File: src/rtl/tone_seq_if.sv
// tone_seq_if: control/table-write bus into tone_sequencer and its generator-side outputs.
interface tone_seq_if #(
    parameter int AW    = 3,
    parameter int DUR_W = 16
);
    logic             wr_en;
    logic [AW-1:0]    wr_addr;
    logic [15:0]      wr_step;
    logic [1:0]       wr_duty;
    logic [DUR_W-1:0] wr_dur;
    logic             start;
    logic             stop;
    logic             loop_en;
    logic [15:0]      step;
    logic [1:0]       duty;
    logic             gen_reset;
    logic             busy;
    logic [AW-1:0]    cur_idx;
    logic             done;

    modport master (
        output wr_en, wr_addr, wr_step, wr_duty, wr_dur, start, stop, loop_en,
        input  step, duty, gen_reset, busy, cur_idx, done
    );

    modport slave (
        input  wr_en, wr_addr, wr_step, wr_duty, wr_dur, start, stop, loop_en,
        output step, duty, gen_reset, busy, cur_idx, done
    );
endinterface

File: src/rtl/tone_sequencer.sv
// tone_sequencer: steps through a (step, duty, duration) note table driving a square-wave generator.
// Define TONE_SEQ_GLIDE_EN to glide step between the notes of a running sequence.
module tone_sequencer #(
    parameter int DEPTH    = 8,
    parameter int DUR_W    = 16,
    parameter int PRESCALE = 1000
) (
    input logic       clk,
    input logic       reset,
    tone_seq_if.slave bus
);
    localparam int AW = $clog2(DEPTH);
    localparam int PW = PRESCALE > 1 ? $clog2(PRESCALE) : 1;

    typedef enum logic [1:0] {IDLE, LOAD, PLAY} state_t;
    typedef struct packed {
        logic [15:0]      step;
        logic [1:0]       duty;
        logic [DUR_W-1:0] dur;
    } entry_t;

    entry_t           table_q [DEPTH];
    entry_t           ent;
    state_t           state_q, state_d;
    logic [15:0]      step_q, step_d;
    logic [1:0]       duty_q, duty_d;
    logic             gen_reset_q, gen_reset_d;
    logic             busy_q, busy_d;
    logic [AW-1:0]    idx_q, idx_d;
    logic             done_q, done_d;
    logic [DUR_W-1:0] rem_q, rem_d;
    logic [PW-1:0]    pre_q, pre_d;
    logic             tick;
`ifdef TONE_SEQ_GLIDE_EN
    logic [15:0]      target_q, target_d, gap, inc;
    logic             first_q, first_d;
`endif

    assign ent  = table_q[idx_q];
    assign tick = pre_q == PW'(PRESCALE - 1);

    // Note table is deliberately not reset; outputs only change when an entry is loaded.
    always_ff @(posedge clk)
        if (bus.wr_en) table_q[bus.wr_addr] <= {bus.wr_step, bus.wr_duty, bus.wr_dur};

`ifdef TONE_SEQ_GLIDE_EN
    assign gap = step_q < target_q ? target_q - step_q : step_q - target_q;
    assign inc = gap[15:4] == '0 ? 16'd1 : {4'd0, gap[15:4]};
`endif

    always_comb begin
        state_d = state_q;
        step_d  = step_q;
        duty_d  = duty_q;
        idx_d   = idx_q;
        done_d  = 1'b0;
        rem_d   = rem_q;
        pre_d   = pre_q;
`ifdef TONE_SEQ_GLIDE_EN
        target_d = target_q;
        first_d  = first_q;
`endif
        if (bus.stop)
            state_d = IDLE;
        else
            case (state_q)
                IDLE: if (bus.start) begin
                    state_d = LOAD;
                    idx_d   = '0;
`ifdef TONE_SEQ_GLIDE_EN
                    first_d = 1'b1;
`endif
                end
                LOAD: if (ent.dur != '0) begin
                    state_d = PLAY;
                    duty_d  = ent.duty;
                    rem_d   = ent.dur;
                    pre_d   = '0;
`ifdef TONE_SEQ_GLIDE_EN
                    target_d = ent.step;
                    step_d   = first_q ? ent.step : step_q;
                    first_d  = 1'b0;
`else
                    step_d   = ent.step;
`endif
                end else if (idx_q != '0 && bus.loop_en)
                    idx_d = '0;
                else begin
                    state_d = IDLE;
                    done_d  = 1'b1;
                end
                PLAY: if (tick) begin
                    pre_d = '0;
                    rem_d = rem_q - DUR_W'(1);
`ifdef TONE_SEQ_GLIDE_EN
                    step_d = step_q < target_q ? step_q + inc : step_q > target_q ? step_q - inc : step_q;
`endif
                    // Running off the last entry behaves like hitting an end marker, without the LOAD cycle.
                    if (rem_q == DUR_W'(1)) begin
                        if (idx_q != AW'(DEPTH - 1)) begin
                            idx_d   = idx_q + AW'(1);
                            state_d = LOAD;
                        end else if (bus.loop_en) begin
                            idx_d   = '0;
                            state_d = LOAD;
                        end else begin
                            state_d = IDLE;
                            done_d  = 1'b1;
                        end
                    end
                end else
                    pre_d = pre_q + PW'(1);
                default: state_d = IDLE;
            endcase
        busy_d = state_d != IDLE;
`ifdef TONE_SEQ_GLIDE_EN
        gen_reset_d = state_d == IDLE || (state_d == LOAD && first_d);
`else
        gen_reset_d = state_d != PLAY;
`endif
    end

    always_ff @(posedge clk or posedge reset)
        if (reset) begin
            state_q     <= IDLE;
            step_q      <= '0;
            duty_q      <= 2'b01;
            gen_reset_q <= 1'b1;
            busy_q      <= 1'b0;
            idx_q       <= '0;
            done_q      <= 1'b0;
            rem_q       <= '0;
            pre_q       <= '0;
`ifdef TONE_SEQ_GLIDE_EN
            target_q    <= '0;
            first_q     <= 1'b0;
`endif
        end else begin
            state_q     <= state_d;
            step_q      <= step_d;
            duty_q      <= duty_d;
            gen_reset_q <= gen_reset_d;
            busy_q      <= busy_d;
            idx_q       <= idx_d;
            done_q      <= done_d;
            rem_q       <= rem_d;
            pre_q       <= pre_d;
`ifdef TONE_SEQ_GLIDE_EN
            target_q    <= target_d;
            first_q     <= first_d;
`endif
        end

    assign bus.step      = step_q;
    assign bus.duty      = duty_q;
    assign bus.gen_reset = gen_reset_q;
    assign bus.busy      = busy_q;
    assign bus.cur_idx   = idx_q;
    assign bus.done      = done_q;
endmodule

File: src/flat_wrapper.sv
// flat-port wrapper written by rule: the top's interface ports become plain ports
module tone_sequencer_flat 
#(
    parameter int DEPTH    = 8,
    parameter int DUR_W    = 16,
    parameter int PRESCALE = 1000
)
  (clk, reset, bus_wr_en, bus_wr_addr, bus_wr_step, bus_wr_duty, bus_wr_dur, bus_start, bus_stop, bus_loop_en, bus_step, bus_duty, bus_gen_reset, bus_busy, bus_cur_idx, bus_done);
  tone_seq_if #(.AW(3), .DUR_W(DUR_W)) bus_i ();
  input logic clk;
  input logic reset;
  input wire logic [$bits(bus_i.wr_en)-1:0] bus_wr_en;
  input wire logic [$bits(bus_i.wr_addr)-1:0] bus_wr_addr;
  input wire logic [$bits(bus_i.wr_step)-1:0] bus_wr_step;
  input wire logic [$bits(bus_i.wr_duty)-1:0] bus_wr_duty;
  input wire logic [$bits(bus_i.wr_dur)-1:0] bus_wr_dur;
  input wire logic [$bits(bus_i.start)-1:0] bus_start;
  input wire logic [$bits(bus_i.stop)-1:0] bus_stop;
  input wire logic [$bits(bus_i.loop_en)-1:0] bus_loop_en;
  output wire logic [$bits(bus_i.step)-1:0] bus_step;
  output wire logic [$bits(bus_i.duty)-1:0] bus_duty;
  output wire logic [$bits(bus_i.gen_reset)-1:0] bus_gen_reset;
  output wire logic [$bits(bus_i.busy)-1:0] bus_busy;
  output wire logic [$bits(bus_i.cur_idx)-1:0] bus_cur_idx;
  output wire logic [$bits(bus_i.done)-1:0] bus_done;
  assign bus_i.wr_en = bus_wr_en;
  assign bus_i.wr_addr = bus_wr_addr;
  assign bus_i.wr_step = bus_wr_step;
  assign bus_i.wr_duty = bus_wr_duty;
  assign bus_i.wr_dur = bus_wr_dur;
  assign bus_i.start = bus_start;
  assign bus_i.stop = bus_stop;
  assign bus_i.loop_en = bus_loop_en;
  assign bus_step = bus_i.step;
  assign bus_duty = bus_i.duty;
  assign bus_gen_reset = bus_i.gen_reset;
  assign bus_busy = bus_i.busy;
  assign bus_cur_idx = bus_i.cur_idx;
  assign bus_done = bus_i.done;
  tone_sequencer #(.DEPTH(DEPTH), .DUR_W(DUR_W), .PRESCALE(PRESCALE)) u_core (.clk(clk), .reset(reset), .bus(bus_i));
endmodule
File: config.mk
export PLATFORM = sky130hd
export DESIGN_NAME = tone_sequencer_flat
export DESIGN_NICKNAME = d
export VERILOG_FILES = /design/src/rtl/tone_seq_if.sv /design/src/rtl/tone_sequencer.sv /design/src/flat_wrapper.sv
export SDC_FILE = /design/constraint.sdc
export NUM_CORES = 1
export LEC_CHECK = 0
export CORE_MARGIN = 4
export CORE_UTILIZATION = 60
export CTS_BUF_LIST = sky130_fd_sc_hd__clkbuf_8 sky130_fd_sc_hd__clkbuf_16
export DETAILED_ROUTE_END_ITERATION = 6
export HOLD_SLACK_MARGIN = 0.15
export PLACE_DENSITY = 0.8
export SLEW_MARGIN = 20
export SYNTH_ARGS = -nofsm -noshare
export SYNTH_HDL_FRONTEND = slang
export SYNTH_SLANG_ARGS = --single-unit
File: constraint.sdc
create_clock -name clk -period 3.88 [get_ports clk]
set_input_delay 0.582 -clock clk [delete_from_list [all_inputs] [get_ports clk]]
set_output_delay 0.582 -clock clk [all_outputs]
set_load 0.05 [all_outputs]
* After elaboration in Yosys (flattened, before gate mapping)
Memories as Yosys holds them, arrays and structs flattened.
Cells that the tools add are included.
** Word-level totals
- Bits in read-only memories :: 0
- Logic and storage cells :: 71
- Register bits :: 52
- Bits in writable memories :: 272
- Memories kept :: 1
- Output and inout port bits :: 24
- Bits in latches :: 0
** Memories
- u_core.table_q :: depth 8, width 34, read ports 1, clocked after memory_dff 0, write ports 1, RTL line tone_sequencer.sv:22 : entry_t table_q [DEPTH];
** Operators by class
- Bitwise gates (word level) :: 1
- Reduce and logical (&&, ||, !) cells :: 11
- Multiplexer cells :: 33
- Divide/modulo/power cells :: 0
- Equality and inequality tests :: 13
- Multiply operators :: 0
- Add/subtract/negate cells :: 3
- Shifts and indexed selects :: 0
- Magnitude comparators :: 0
** Operators by type and width (count)
- two-way mux 16 bit :: 2
- case mux 16 bit (2 select lines) :: 1
- two-way mux 3 bit :: 7
- two-way mux 10 bit :: 2
- case mux 10 bit (2 select lines) :: 1
- == test 16 x 1 -> 1 bit (second input constant) :: 1
- nonzero test 16 bit :: 1
- subtractor 16 x 1 -> 16 bit (second input constant) :: 1
- two-way mux 2 bit :: 7
- adder 10 x 1 -> 10 bit (second input constant) :: 1
- == test 10 bit (second input constant) :: 1
- two-way mux 1 bit :: 10
- case mux 3 bit (3 select lines) :: 1
- inequality test 2 x 1 -> 1 bit (second input constant) :: 4
- AND reduction 8 bit :: 1
- inequality test 2 bit (second input constant) :: 3
- case mux 2 bit (3 select lines) :: 1
- AND reduction 3 bit :: 2
- nonzero test 3 bit :: 2
- AND reduction 4 bit :: 1
- nonzero test 2 bit :: 2
- adder 3 x 1 -> 3 bit (second input constant) :: 1
- inequality test 3 x 2 -> 1 bit (second input constant) :: 1
- inequality test 3 bit (second input constant) :: 1
- other kinds (6) :: 6

* Longest topological paths before layout
Gate-level depths: netlist (run 1).
- Depth in word-level cells :: 7
- Gate-level depth with buffers :: 10
- Mapped depth without buffers :: 8

* Worst setup path after synthesis (run 1)
OpenSTA, ideal clock, no wires.
- Path type :: input to register
- From :: input port bus_wr_addr[2]
- To :: memory u_core.table_q[0][0] (netlist bit) (enable)
- Required time :: 3.412 ns
- Setup slack :: 0.311 ns
- Library setup time :: 0.468 ns
- Buffers on the path :: 0
- Arrival time :: 3.102 ns
- Stages :: 2
- Cell sequence :: nand2b_1 > nor3_1
** RTL lines
- from (decl) :: RTL line flat_wrapper.sv:13 : input wire logic [$bits(bus_i.wr_addr)-1:0] bus_wr_addr;
- to (decl) :: RTL line tone_sequencer.sv:22
Straight into the memory's write port.

* Final worst setup path (run 1)
- From :: register u_core.idx_q[0], in the netlist u_core.bus.cur_idx[0]
- To :: register u_core.rem_q[4]
** Between the ends
- Word-level cells in the longest chain between the ends :: 4
** RTL lines
- from (decl) :: RTL line tone_sequencer.sv:29 : logic [AW-1:0] idx_q, idx_d;
- from (signal assigned) :: RTL line tone_sequencer.sv:144 : idx_q <= idx_d;
- memory read (8 x 34 bit) (*)
- nonzero test 16 bit :: RTL line tone_sequencer.sv:74 : LOAD: if (ent.dur != '0) begin
- inequality test 2 x 1 -> 1 bit (no source line)
- AND reduction 4 bit (no source line)
- to (signal assigned) :: RTL line tone_sequencer.sv:146 : rem_q <= rem_d;
- to (decl) :: RTL line tone_sequencer.sv:31 : logic [DUR_W-1:0] rem_q, rem_d;
Every way passes the cells marked *; elsewhere a longest branch is shown, timed or not. The select of a mux whose other input is x is not followed.
A chain may end at the register's enable or synchronous reset.

==> results of run 1 <==
==> worst max-delay path: cells and delay by family, from the launching register on <==
| family | cells | cell delay, ns |
|---|---|---|
| AO/OA/AOI/OAI | 1 | 0.18 |
| buffers and inverters | 1 | 0.24 |
| flip-flops | 1 | 0.91 |
| multiplexers | 2 | 0.92 |
| AND/OR/NAND/NOR | 3 | 1.17 |
==> through the flow <==
stage | setup slack [ns] | utilization [%] | hold WS, ns | power [W]
after global routing | 0.193 | 71.1 | 0.520 | 0.0105
after floorplan | 0.311 | - | 0.478 | 0.00628
after detailed placement | 0.407 | 66.3 | 0.475 | 0.00710
after CTS | 0.368 | 71.1 | 0.491 | 0.0101
after global placement | 0.526 | 66.3 | 0.466 | 0.00701
final | 0.368 | 71.1 | 0.487 | 0.0101
==> kinds of logic after synthesis <==
logic type,after synthesis,share of synthesized area [%]
flip-flops,324,70.8
AND/OR/NAND/NOR,182,6.58
multiplexers,104,14.3
AO/OA/AOI/OAI,95,5.38
buffers and inverters,62,1.96
adder cells (fa/ha/maj),10,0.936
==> cell type report <==
type / count / area (um^2) / area share [%]
well taps: 280 / 350 / 2.25
clock inverters: 27 / 195 / 1.25
clock buffers: 34 / 851 / 5.47
diodes: 1 / 2.50 / 0.0161
inverters: 19 / 71.3 / 0.458
flip-flops and latches: 324 / 9480 / 60.9
repair buffers: 98 / 917 / 5.89
multi-input cells: 391 / 3700 / 23.8
==> state kept, by name, indices dropped and copies added (netlist names) <==
name and cells:
u_core.table_q 272, u_core.bus.step 16, u_core.rem_q 16, u_core.pre_q 10
u_core.bus.cur_idx 3, u_core.bus.duty 2, u_core.state_q 2, u_core.bus.busy 1
u_core.bus.done 1, u_core.bus.gen_reset 1
==> synth_stat cells, types with 2 or more instances <==
master,n,area share [%]
sky130_fd_sc_hd__o31ai_1,4,0.22
sky130_fd_sc_hd__ha_1,10,0.94
sky130_fd_sc_hd__nor2b_1,3,0.14
sky130_fd_sc_hd__inv_1,18,0.51
sky130_fd_sc_hd__nor2_1,25,0.70
sky130_fd_sc_hd__nand3b_1,3,0.17
sky130_fd_sc_hd__and3_1,4,0.19
sky130_fd_sc_hd__a21oi_1,12,0.45
sky130_fd_sc_hd__or3_1,7,0.33
sky130_fd_sc_hd__and2_1,2,0.094
sky130_fd_sc_hd__a32o_1,2,0.15
sky130_fd_sc_hd__buf_6,2,0.17
sky130_fd_sc_hd__a22oi_1,2,0.11
sky130_fd_sc_hd__a2bb2oi_1,2,0.13
sky130_fd_sc_hd__nand4_1,10,0.47
sky130_fd_sc_hd__a211oi_1,5,0.28
sky130_fd_sc_hd__buf_2,5,0.19
sky130_fd_sc_hd__o2bb2ai_1,3,0.20
sky130_fd_sc_hd__a31oi_1,2,0.094
sky130_fd_sc_hd__mux4_2,68,11
sky130_fd_sc_hd__a221oi_1,16,1.0
sky130_fd_sc_hd__o31a_1,2,0.13
sky130_fd_sc_hd__nor4_1,3,0.14
sky130_fd_sc_hd__or2_2,3,0.14
sky130_fd_sc_hd__mux2i_1,18,1.3
sky130_fd_sc_hd__dfstp_2,2,0.39
sky130_fd_sc_hd__buf_1,8,0.22
sky130_fd_sc_hd__o211ai_1,3,0.17
sky130_fd_sc_hd__nor3_1,11,0.41
sky130_fd_sc_hd__o22ai_1,6,0.28
sky130_fd_sc_hd__a32oi_1,2,0.13
sky130_fd_sc_hd__a211o_1,4,0.26
sky130_fd_sc_hd__edfxtp_1,272,61
sky130_fd_sc_hd__mux2_1,10,0.84
sky130_fd_sc_hd__nand3_1,17,0.64
sky130_fd_sc_hd__buf_4,2,0.11
sky130_fd_sc_hd__nand2b_1,6,0.28
sky130_fd_sc_hd__clkbuf_1,26,0.73
sky130_fd_sc_hd__nor3b_1,2,0.11
sky130_fd_sc_hd__mux2_2,8,0.67
sky130_fd_sc_hd__o32a_1,9,0.67
sky130_fd_sc_hd__o21ai_0,10,0.37
sky130_fd_sc_hd__dfrtp_1,50,9.4
sky130_fd_sc_hd__nand2_1,79,2.2
==> report_power, final <==
group | internal, W | switching (W) | total [W] | leakage (nW)
clock network | 0.00169 | 0.00135 | 0.00304 | 0.553
logic | 0.00117 | 0.00147 | 0.00264 | 1.67
registers | 0.00409 | 0.000330 | 0.00442 | 3.11
==> how the worst min path moves through the flow <==
stage          slack, ns                             end
2_1_floorplan       0.48     u_core.pre_q[0]$_DFFE_PP0P_
3_3_place_gp        0.47  u_core.bus.step[3]$_DFFE_PP0P_
3_5_place_dp        0.48  u_core.bus.step[4]$_DFFE_PP0P_
4_1_cts             0.49  u_core.bus.step[2]$_DFFE_PP0P_
5_1_grt             0.52  u_core.bus.step[5]$_DFFE_PP0P_
6_report            0.49  u_core.bus.step[2]$_DFFE_PP0P_
==> metal layers <==
layer	GRT usage, %	share of wire, %	vias up
li1	-	-	3309
met1	33.2	39	3939
met2	42.4	52	364
met3	4.15	6.6	59
met4	6.47	2.2	0
met5	0	0	-
==> cell usage in the layout, fill, tap and decap left out, types with 4 or more instances in the layout <==
master	count
sky130_fd_sc_hd__a211o_1	4
sky130_fd_sc_hd__nand2_1	79
sky130_fd_sc_hd__o32a_1	9
sky130_fd_sc_hd__nand2b_1	6
sky130_fd_sc_hd__a221oi_1	16
sky130_fd_sc_hd__mux2_1	10
sky130_fd_sc_hd__nor2_1	19
sky130_fd_sc_hd__nor3_1	9
sky130_fd_sc_hd__dfrtp_1	48
sky130_fd_sc_hd__mux4_2	68
sky130_fd_sc_hd__mux2i_1	18
sky130_fd_sc_hd__a21oi_1	12
sky130_fd_sc_hd__o31ai_1	4
sky130_fd_sc_hd__inv_1	28
sky130_fd_sc_hd__and3_1	4
sky130_fd_sc_hd__o22ai_1	6
sky130_fd_sc_hd__clkinv_2	4
sky130_fd_sc_hd__ha_1	10
sky130_fd_sc_hd__nand4_1	10
sky130_fd_sc_hd__buf_4	30
sky130_fd_sc_hd__nor2_4	6
sky130_fd_sc_hd__nand3_1	17
sky130_fd_sc_hd__clkinv_1	5
sky130_fd_sc_hd__edfxtp_1	272
sky130_fd_sc_hd__a211oi_1	5
sky130_fd_sc_hd__o21ai_0	10
sky130_fd_sc_hd__clkdlybuf4s50_1	66
sky130_fd_sc_hd__or3_1	7
sky130_fd_sc_hd__mux2_2	8
sky130_fd_sc_hd__clkbuf_16	34
==> results_tabular.tex, run 1 <==
\begin{tabular}{lr}
\hline
Metric & Value \\
\hline
\multicolumn{2}{l}{\textbf{CTS}} \\
Maximum count of clock buffers along a single path & 3 \\
Number of sinks handled by clock tree synthesis & approximately 320 \\
CTS Buf Count & 34 \\
Clock Tree Root & sky130\_fd\_sc\_hd\_\_clkbuf\_16 \\
Post-cts sizing count & 0 \\
Insertion delay to the later sink of the worst-skew pair & between 0.5 and 0.6 ns \\
Clock slew at reported path FFs & 0.06 ns \\
CTS tree & yes \\
Setup fix buffers added after clock tree synthesis & 0 \\
Number of buffers inserted for hold repair after clock tree synthesis & 0 \\
Max H-tree Level & 2 \\
\multicolumn{2}{l}{\textbf{Yosys}} \\
Synth Flop Type & sky130\_fd\_sc\_hd\_\_edfxtp\_1 \\
EDFF count, synth & roughly 270 \\
Synthesis warning total & 0 \\
Synthesized netlist cell count & around 780 \\
Sequential share of the synthesized area & between 70\% and 80\% \\
Mean instance size in the synthesized netlist & $\sim$17 um\^{}2 \\
Post-synthesis register bit count & approximately 320 \\
Share of synthesized registers carrying an async set or reset & about 16\% \\
Unique cell type count in the Yosys netlist & 63 \\
Synth Cell Area & about 13000 um\^{}2 \\
Synthesized Nets & between 800 and 900 \\
\multicolumn{2}{l}{\textbf{Global route}} \\
Global-route wire length before repair & around 46000 um \\
Maximum number of pins on one net before global-route repair & 43 \\
Number of global-route vias before repair & between 7000 and 8000 \\
Number of antenna violations at the first check in global routing & 1 \\
Aggregate global-route resource usage & between 20\% and 30\% \\
Remaining global-route overflow & 0 \\
\multicolumn{2}{l}{\textbf{Critical path}} \\
Length in cells of the worst reg-to-reg path & 7 \\
Worst reg2reg setup slack & $\sim$0.37 ns \\
Launching instance or port of the critical path & u\_core.bus.cur\_idx[0]\$\_DFFE\_PP0P\_ \\
End of the critical path & u\_core.rem\_q[4]\$\_DFFE\_PP0P\_ \\
Setup crit start kind & flop \\
Worst-path cell with the longest stage delay & sky130\_fd\_sc\_hd\_\_dfrtp\_4 \\
Kind of critical path & flop to flop \\
Ordered list of cells on the worst path & mux4\_2 > mux2i\_1 > nand4\_1 > or4\_4 > nor2\_2 > buf\_4 > o32a\_1 \\
Biggest cell delay along the critical path & 0.91 ns \\
Launching point of the worst reg2reg path & u\_core.bus.cur\_idx[0]\$\_DFFE\_PP0P\_ \\
CP endpoint kind & flop \\
Biggest fanout along the worst timing path & 42 \\
Data arrival time at the worst-slack endpoint & a little under 4 ns \\
CP Data Required Time & 4.32 ns \\
Reg2reg end & u\_core.rem\_q[4]\$\_DFFE\_PP0P\_ \\
\multicolumn{2}{l}{\textbf{Cells and area}} \\
Final design area excluding fillers & about 16000 um\^{}2 \\
Number of nets in the layout & slightly above 900 \\
Layout filler cell count & about 1300 \\
Non-filler instance count after layout & 1174 \\
Synthesis-to-finish area growth & 16.4\% \\
Share of cells above drive strength 1 & approximately 20\% \\
\multicolumn{2}{l}{\textbf{Floorplan}} \\
Die extent in y & between 150 and 200 um \\
Io pins & 67 \\
Starting Density & between 60 and 70\% \\
Die Footprint & $\sim$25000 um\^{}2 \\
Floorplan die width & $\sim$160 um \\
CORE AREA & around 22000 um\^{}2 \\
Number of rows in the core area & 54 \\
\multicolumn{2}{l}{\textbf{Routing}} \\
\# DRC & 0 \\
Number of vias per cell & roughly 6.5 \\
Number of vias after detailed routing & roughly 7700 \\
Initial DRC Count & about 670 \\
Iteration count of the initial detailed-routing pass & 5 \\
Total routed wirelength & 29700 um \\
Routed WL per cell & between 20 and 30 um \\
Post-DRT Antenna Nets & 0 \\
\multicolumn{2}{l}{\textbf{Power}} \\
Static power due to leakage & roughly 5.3 nW \\
Worst vdd ir & approximately 0.47 mV \\
Power density over cell area & $\sim$650 nW/um\^{}2 \\
\multicolumn{2}{l}{\textbf{STA}} \\
Max\_slew headroom & between 50\% and 60\% \\
Slew @ Worst Pin & between 0.7 and 0.8 ns \\
Setup Total Neg Slack & 0 ns \\
Unrepaired setup endpoints after global routing & false \\
Worst setup skew after layout & 0.0225 ns \\
Total of endpoints with negative setup slack in the final report & 0 \\
Number of failing hold endpoints at the final stage & 0 \\
Final slew viol count & 0 \\
Maximum clock frequency & 0.285 GHz \\
Final critical-path share of the clock period & approximately 91\% \\
Shortest period the worst path allows & 3.51 ns \\
\multicolumn{2}{l}{\textbf{Place}} \\
Cell area after placement & between 10000 and 15000 um\^{}2 \\
Placed cell count & roughly 1100 \\
Dpl hpwl & 17500 um \\
Number of input and output port buffers inserted & 66 \\
Final weighted congestion of routability-driven global placement & a little under 1 \\
\multicolumn{2}{l}{\textbf{Worst hold path}} \\
Class of the tightest hold or removal check & flop to flop \\
Startpoint of the worst hold path & u\_core.bus.step[2]\$\_DFFE\_PP0P\_ \\
Cells on Worst Hold Path & 1 \\
\multicolumn{2}{l}{\textbf{Run}} \\
Number of max-capacitance violations reported & 0 \\
\multicolumn{2}{l}{\textbf{Status}} \\
Run status & completed \\
\hline
\end{tabular}
Note: power is estimated with default switching activity, not from simulation.
==> run 2: changes to the inputs <==
--- a/config.mk
+++ b/config.mk
@@ -10,7 +10,7 @@
 export CTS_BUF_LIST = sky130_fd_sc_hd__clkbuf_8 sky130_fd_sc_hd__clkbuf_16
 export DETAILED_ROUTE_END_ITERATION = 6
 export HOLD_SLACK_MARGIN = 0.15
-export PLACE_DENSITY = 0.8
+export PLACE_DENSITY = 0.86
 export SLEW_MARGIN = 20
 export SYNTH_ARGS = -nofsm -noshare
 export SYNTH_HDL_FRONTEND = slang
==> results_tabular.tex, run 2 (same netlist as run 1, synthesis figures left out) <==
\begin{tabular}{lr}
\hline
Metric & Value \\
\hline
\multicolumn{2}{l}{\textbf{Status}} \\
Run status & finished, violations left (was completed) \\
Failing checks & design-rule violations \\
\multicolumn{2}{l}{\textbf{Critical path}} \\
Biggest fanout along the worst timing path & 39 (was 42) \\
Setup crit start kind & flop (unchanged) \\
Data arrival time at the worst-slack endpoint & 4.11 ns (was 3.95 ns) \\
CP endpoint kind & flop (unchanged) \\
CP Data Required Time & 4.37 ns (was 4.32 ns) \\
Kind of critical path & flop to flop (unchanged) \\
Worst reg2reg setup slack & 0.27 ns (was 0.37 ns) \\
\multicolumn{2}{l}{\textbf{Cells and area}} \\
Share of cells above drive strength 1 & 20.1\% (was 19.5\%) \\
Area of the multi-input gates & 3690 um\^{}2 (was 3700 um\^{}2) \\
FF/Latch Area & 9480 um\^{}2 (unchanged) \\
Register bank with the most flops & u\_core.table\_q (unchanged) \\
Layout filler cell count & 1271 (was 1326) \\
Number of nets in the layout & 917 (was 921) \\
Final design area excluding fillers & 15600 um\^{}2 (about the same) \\
Synthesis-to-finish area growth & 17.0\% (was 16.4\%) \\
Ant diodes & 0 (was 1) \\
Finished Core Util & 71.5\% (was 71.1\%) \\
Number of flip-flops under the largest register name & 272 (unchanged) \\
Commonest non-fill, non-tap cell in the layout & sky130\_fd\_sc\_hd\_\_edfxtp\_1 (unchanged) \\
Top library cells by usage in the layout, fill and taps aside & sky130\_fd\_sc\_hd\_\_edfxtp\_1, sky130\_fd\_sc\_hd\_\_nand2\_1, sky130\_fd\_sc\_hd\_\_mux4\_2 (unchanged) \\
\multicolumn{2}{l}{\textbf{Worst hold path}} \\
Class of the tightest hold or removal check & flop to flop (unchanged) \\
\multicolumn{2}{l}{\textbf{Floorplan}} \\
Die extent in y & 157 um (unchanged) \\
Number of rows in the core area & 54 (unchanged) \\
Die Footprint & 24700 um\^{}2 (unchanged) \\
Io pins & 67 (unchanged) \\
CORE AREA & 21900 um\^{}2 (unchanged) \\
Starting Density & 61.1\% (unchanged) \\
Floorplan die width & 157 um (unchanged) \\
\multicolumn{2}{l}{\textbf{Power}} \\
Net Sw Power & 0.00312 W (was 0.00315 W) \\
Power after layout & 0.0105 W (was 0.0101 W) \\
Combinational Power Share & 25.0\% (was 26.1\%) \\
Switching power share of the total & 29.8\% (was 31.2\%) \\
Power density over cell area & 669 nW/um\^{}2 (was 649 nW/um\^{}2) \\
Static power due to leakage & 5.35 nW (was 5.33 nW) \\
Worst vdd ir & 0.574 mV (was 0.472 mV) \\
Portion of total power attributed to the clock network & 32.2\% (was 30.1\%) \\
Internal power of the cells & 0.00735 W (was 0.00695 W) \\
Sequential group share of total power & 42.7\% (was 43.8\%) \\
\multicolumn{2}{l}{\textbf{CTS}} \\
Clock slew at reported path FFs & 0.06 ns (about the same) \\
Number of buffers inserted for hold repair after clock tree synthesis & 0 (unchanged) \\
Maximum count of clock buffers along a single path & 3 (unchanged) \\
Max H-tree Level & 1 (was 2) \\
CTS tree & yes (unchanged) \\
Insertion delay to the later sink of the worst-skew pair & 0.57 ns (was 0.53 ns) \\
Number of sinks handled by clock tree synthesis & 324 (unchanged) \\
Setup fix buffers added after clock tree synthesis & 0 (unchanged) \\
CTS Buf Count & 31 (was 34) \\
Clock Tree Root & sky130\_fd\_sc\_hd\_\_clkbuf\_16 (unchanged) \\
Post-cts sizing count & 0 (unchanged) \\
\multicolumn{2}{l}{\textbf{Place}} \\
Dpl hpwl & 16300 um (was 17500 um) \\
Final weighted congestion of routability-driven global placement & 0.867 (was 0.965) \\
Number of input and output port buffers inserted & 66 (unchanged) \\
Cell area after placement & 14500 um\^{}2 (about the same) \\
Dpl ws & 0.350 ns (was 0.407 ns) \\
\multicolumn{2}{l}{\textbf{Routing}} \\
\# DRC & 29 (was 0) \\
Initial DRC Count & 1149 (was 671) \\
Post-DRT Antenna Nets & 0 (unchanged) \\
Total routed wirelength & 30100 um (was 29700 um) \\
Iteration count of the initial detailed-routing pass & 7 (was 5) \\
Number of vias after detailed routing & 7879 (was 7671) \\
Routed WL per cell & 25.8 um (was 25.3 um) \\
Number of vias per cell & 6.75 (was 6.53) \\
\multicolumn{2}{l}{\textbf{STA}} \\
Shortest period the worst path allows & 3.61 ns (was 3.51 ns) \\
Max\_slew headroom & 33.5\% (was 50.4\%) \\
Slew @ Worst Pin & 0.997 ns (was 0.743 ns) \\
Setup Total Neg Slack & 0 ns (unchanged) \\
Worst setup skew after layout & 0.0155 ns (was 0.0225 ns) \\
Unrepaired setup endpoints after global routing & false (unchanged) \\
Maximum clock frequency & 0.277 GHz (was 0.285 GHz) \\
Total of endpoints with negative setup slack in the final report & 0 (unchanged) \\
Number of failing hold endpoints at the final stage & 0 (unchanged) \\
Final critical-path share of the clock period & 93.2\% (was 90.5\%) \\
Crit path setup slack, layout & 0.266 ns (was 0.368 ns) \\
Final slew viol count & 0 (unchanged) \\
\multicolumn{2}{l}{\textbf{Global route}} \\
Global-route wire length before repair & 47200 um (was 46400 um) \\
Remaining global-route overflow & 0 (unchanged) \\
Number of global-route vias before repair & 8098 (was 7996) \\
Aggregate global-route resource usage & 25.0\% (was 24.6\%) \\
Number of antenna violations at the first check in global routing & 0 (was 1) \\
Maximum number of pins on one net before global-route repair & 40 (was 43) \\
\multicolumn{2}{l}{\textbf{Run}} \\
Number of max-capacitance violations reported & 0 (unchanged) \\
\hline
\end{tabular}
[run 2: metal layers]
metal / global-route usage (%) / vias to the layer above / routed length [um]
met5: 0 / - / 0
met4: 7.09 / 0 / 828
met3: 5.00 / 83 / 3210
met2: 40.1 / 621 / 14800
met1: 35.7 / 3891 / 11300
li1: - / 3284 / -
[run 2: final cells by class]
| type | instances | area share (%) |
|---|---|---|
| clock buffer | 33 | 5.14 |
| clock inverter | 23 | 2.26 |
| inverter | 19 | 0.456 |
| multi-input combinational | 391 | 23.6 |
| sequential | 324 | 60.6 |
| tap | 280 | 2.24 |
| timing repair buffer | 97 | 5.71 |
[run 2: stage by stage]
| stage | instances | hold WS (ns) |
|---|---|---|
| finish | 1167 | 0.482 |
| global route | 1167 | 0.497 |
| CTS | 1167 | 0.489 |
| detailed placement | 1111 | 0.474 |
| global placement | 1111 | 0.469 |
| floorplan | 777 | 0.478 |
[run 2: power groups by stage]
stage | registers, W | logic (W) | clock network [W]
2_1_floorplan | 0.00469 | 0.00159 | 0
3_3_place_gp | 0.00450 | 0.00246 | 0
3_5_place_dp | 0.00452 | 0.00255 | 0
4_1_cts | 0.00447 | 0.00262 | 0.00341
5_1_grt | 0.00451 | 0.00279 | 0.00358
6_report | 0.00447 | 0.00262 | 0.00337
[run 2: path summary, 6_finish.rpt]
check | cells after the start | start | endpoint
hold / removal | 1 | u_core.bus.step[2]$_DFFE_PP0P_ | u_core.bus.step[2]$_DFFE_PP0P_
max in group asynchronous | 3 | reset | u_core.bus.gen_reset$_DFF_PP1_
setup / recovery | 7 | u_core.bus.cur_idx[0]$_DFFE_PP0P_ | u_core.rem_q[15]$_DFFE_PP0P_
setup reg to reg | 7 | u_core.bus.cur_idx[0]$_DFFE_PP0P_ | u_core.rem_q[15]$_DFFE_PP0P_
hold reg to reg | 1 | u_core.bus.step[2]$_DFFE_PP0P_ | u_core.bus.step[2]$_DFFE_PP0P_
min in group asynchronous | 2 | reset | u_core.bus.step[1]$_DFFE_PP0P_
[run 2: critical path, stage by stage, from the launching register on]
cell and delay [ns]:
sky130_fd_sc_hd__dfrtp_4 0.91, sky130_fd_sc_hd__mux4_2 0.58, sky130_fd_sc_hd__mux2i_1 0.34, sky130_fd_sc_hd__nand4_1 0.32, sky130_fd_sc_hd__or4_4 0.64, sky130_fd_sc_hd__nor2_2 0.25, sky130_fd_sc_hd__buf_4 0.25, sky130_fd_sc_hd__o32a_1 0.20
==> run 3: changes to the inputs <==
--- a/config.mk
+++ b/config.mk
@@ -9,7 +9,7 @@
 export CORE_UTILIZATION = 60
 export CTS_BUF_LIST = sky130_fd_sc_hd__clkbuf_8 sky130_fd_sc_hd__clkbuf_16
 export DETAILED_ROUTE_END_ITERATION = 6
-export HOLD_SLACK_MARGIN = 0.15
+export HOLD_SLACK_MARGIN = 0.08
 export PLACE_DENSITY = 0.86
 export SLEW_MARGIN = 20
 export SYNTH_ARGS = -nofsm -noshare
==> results of run 3 <==
Final layout, timing and power as in run 2 (identical DEF).
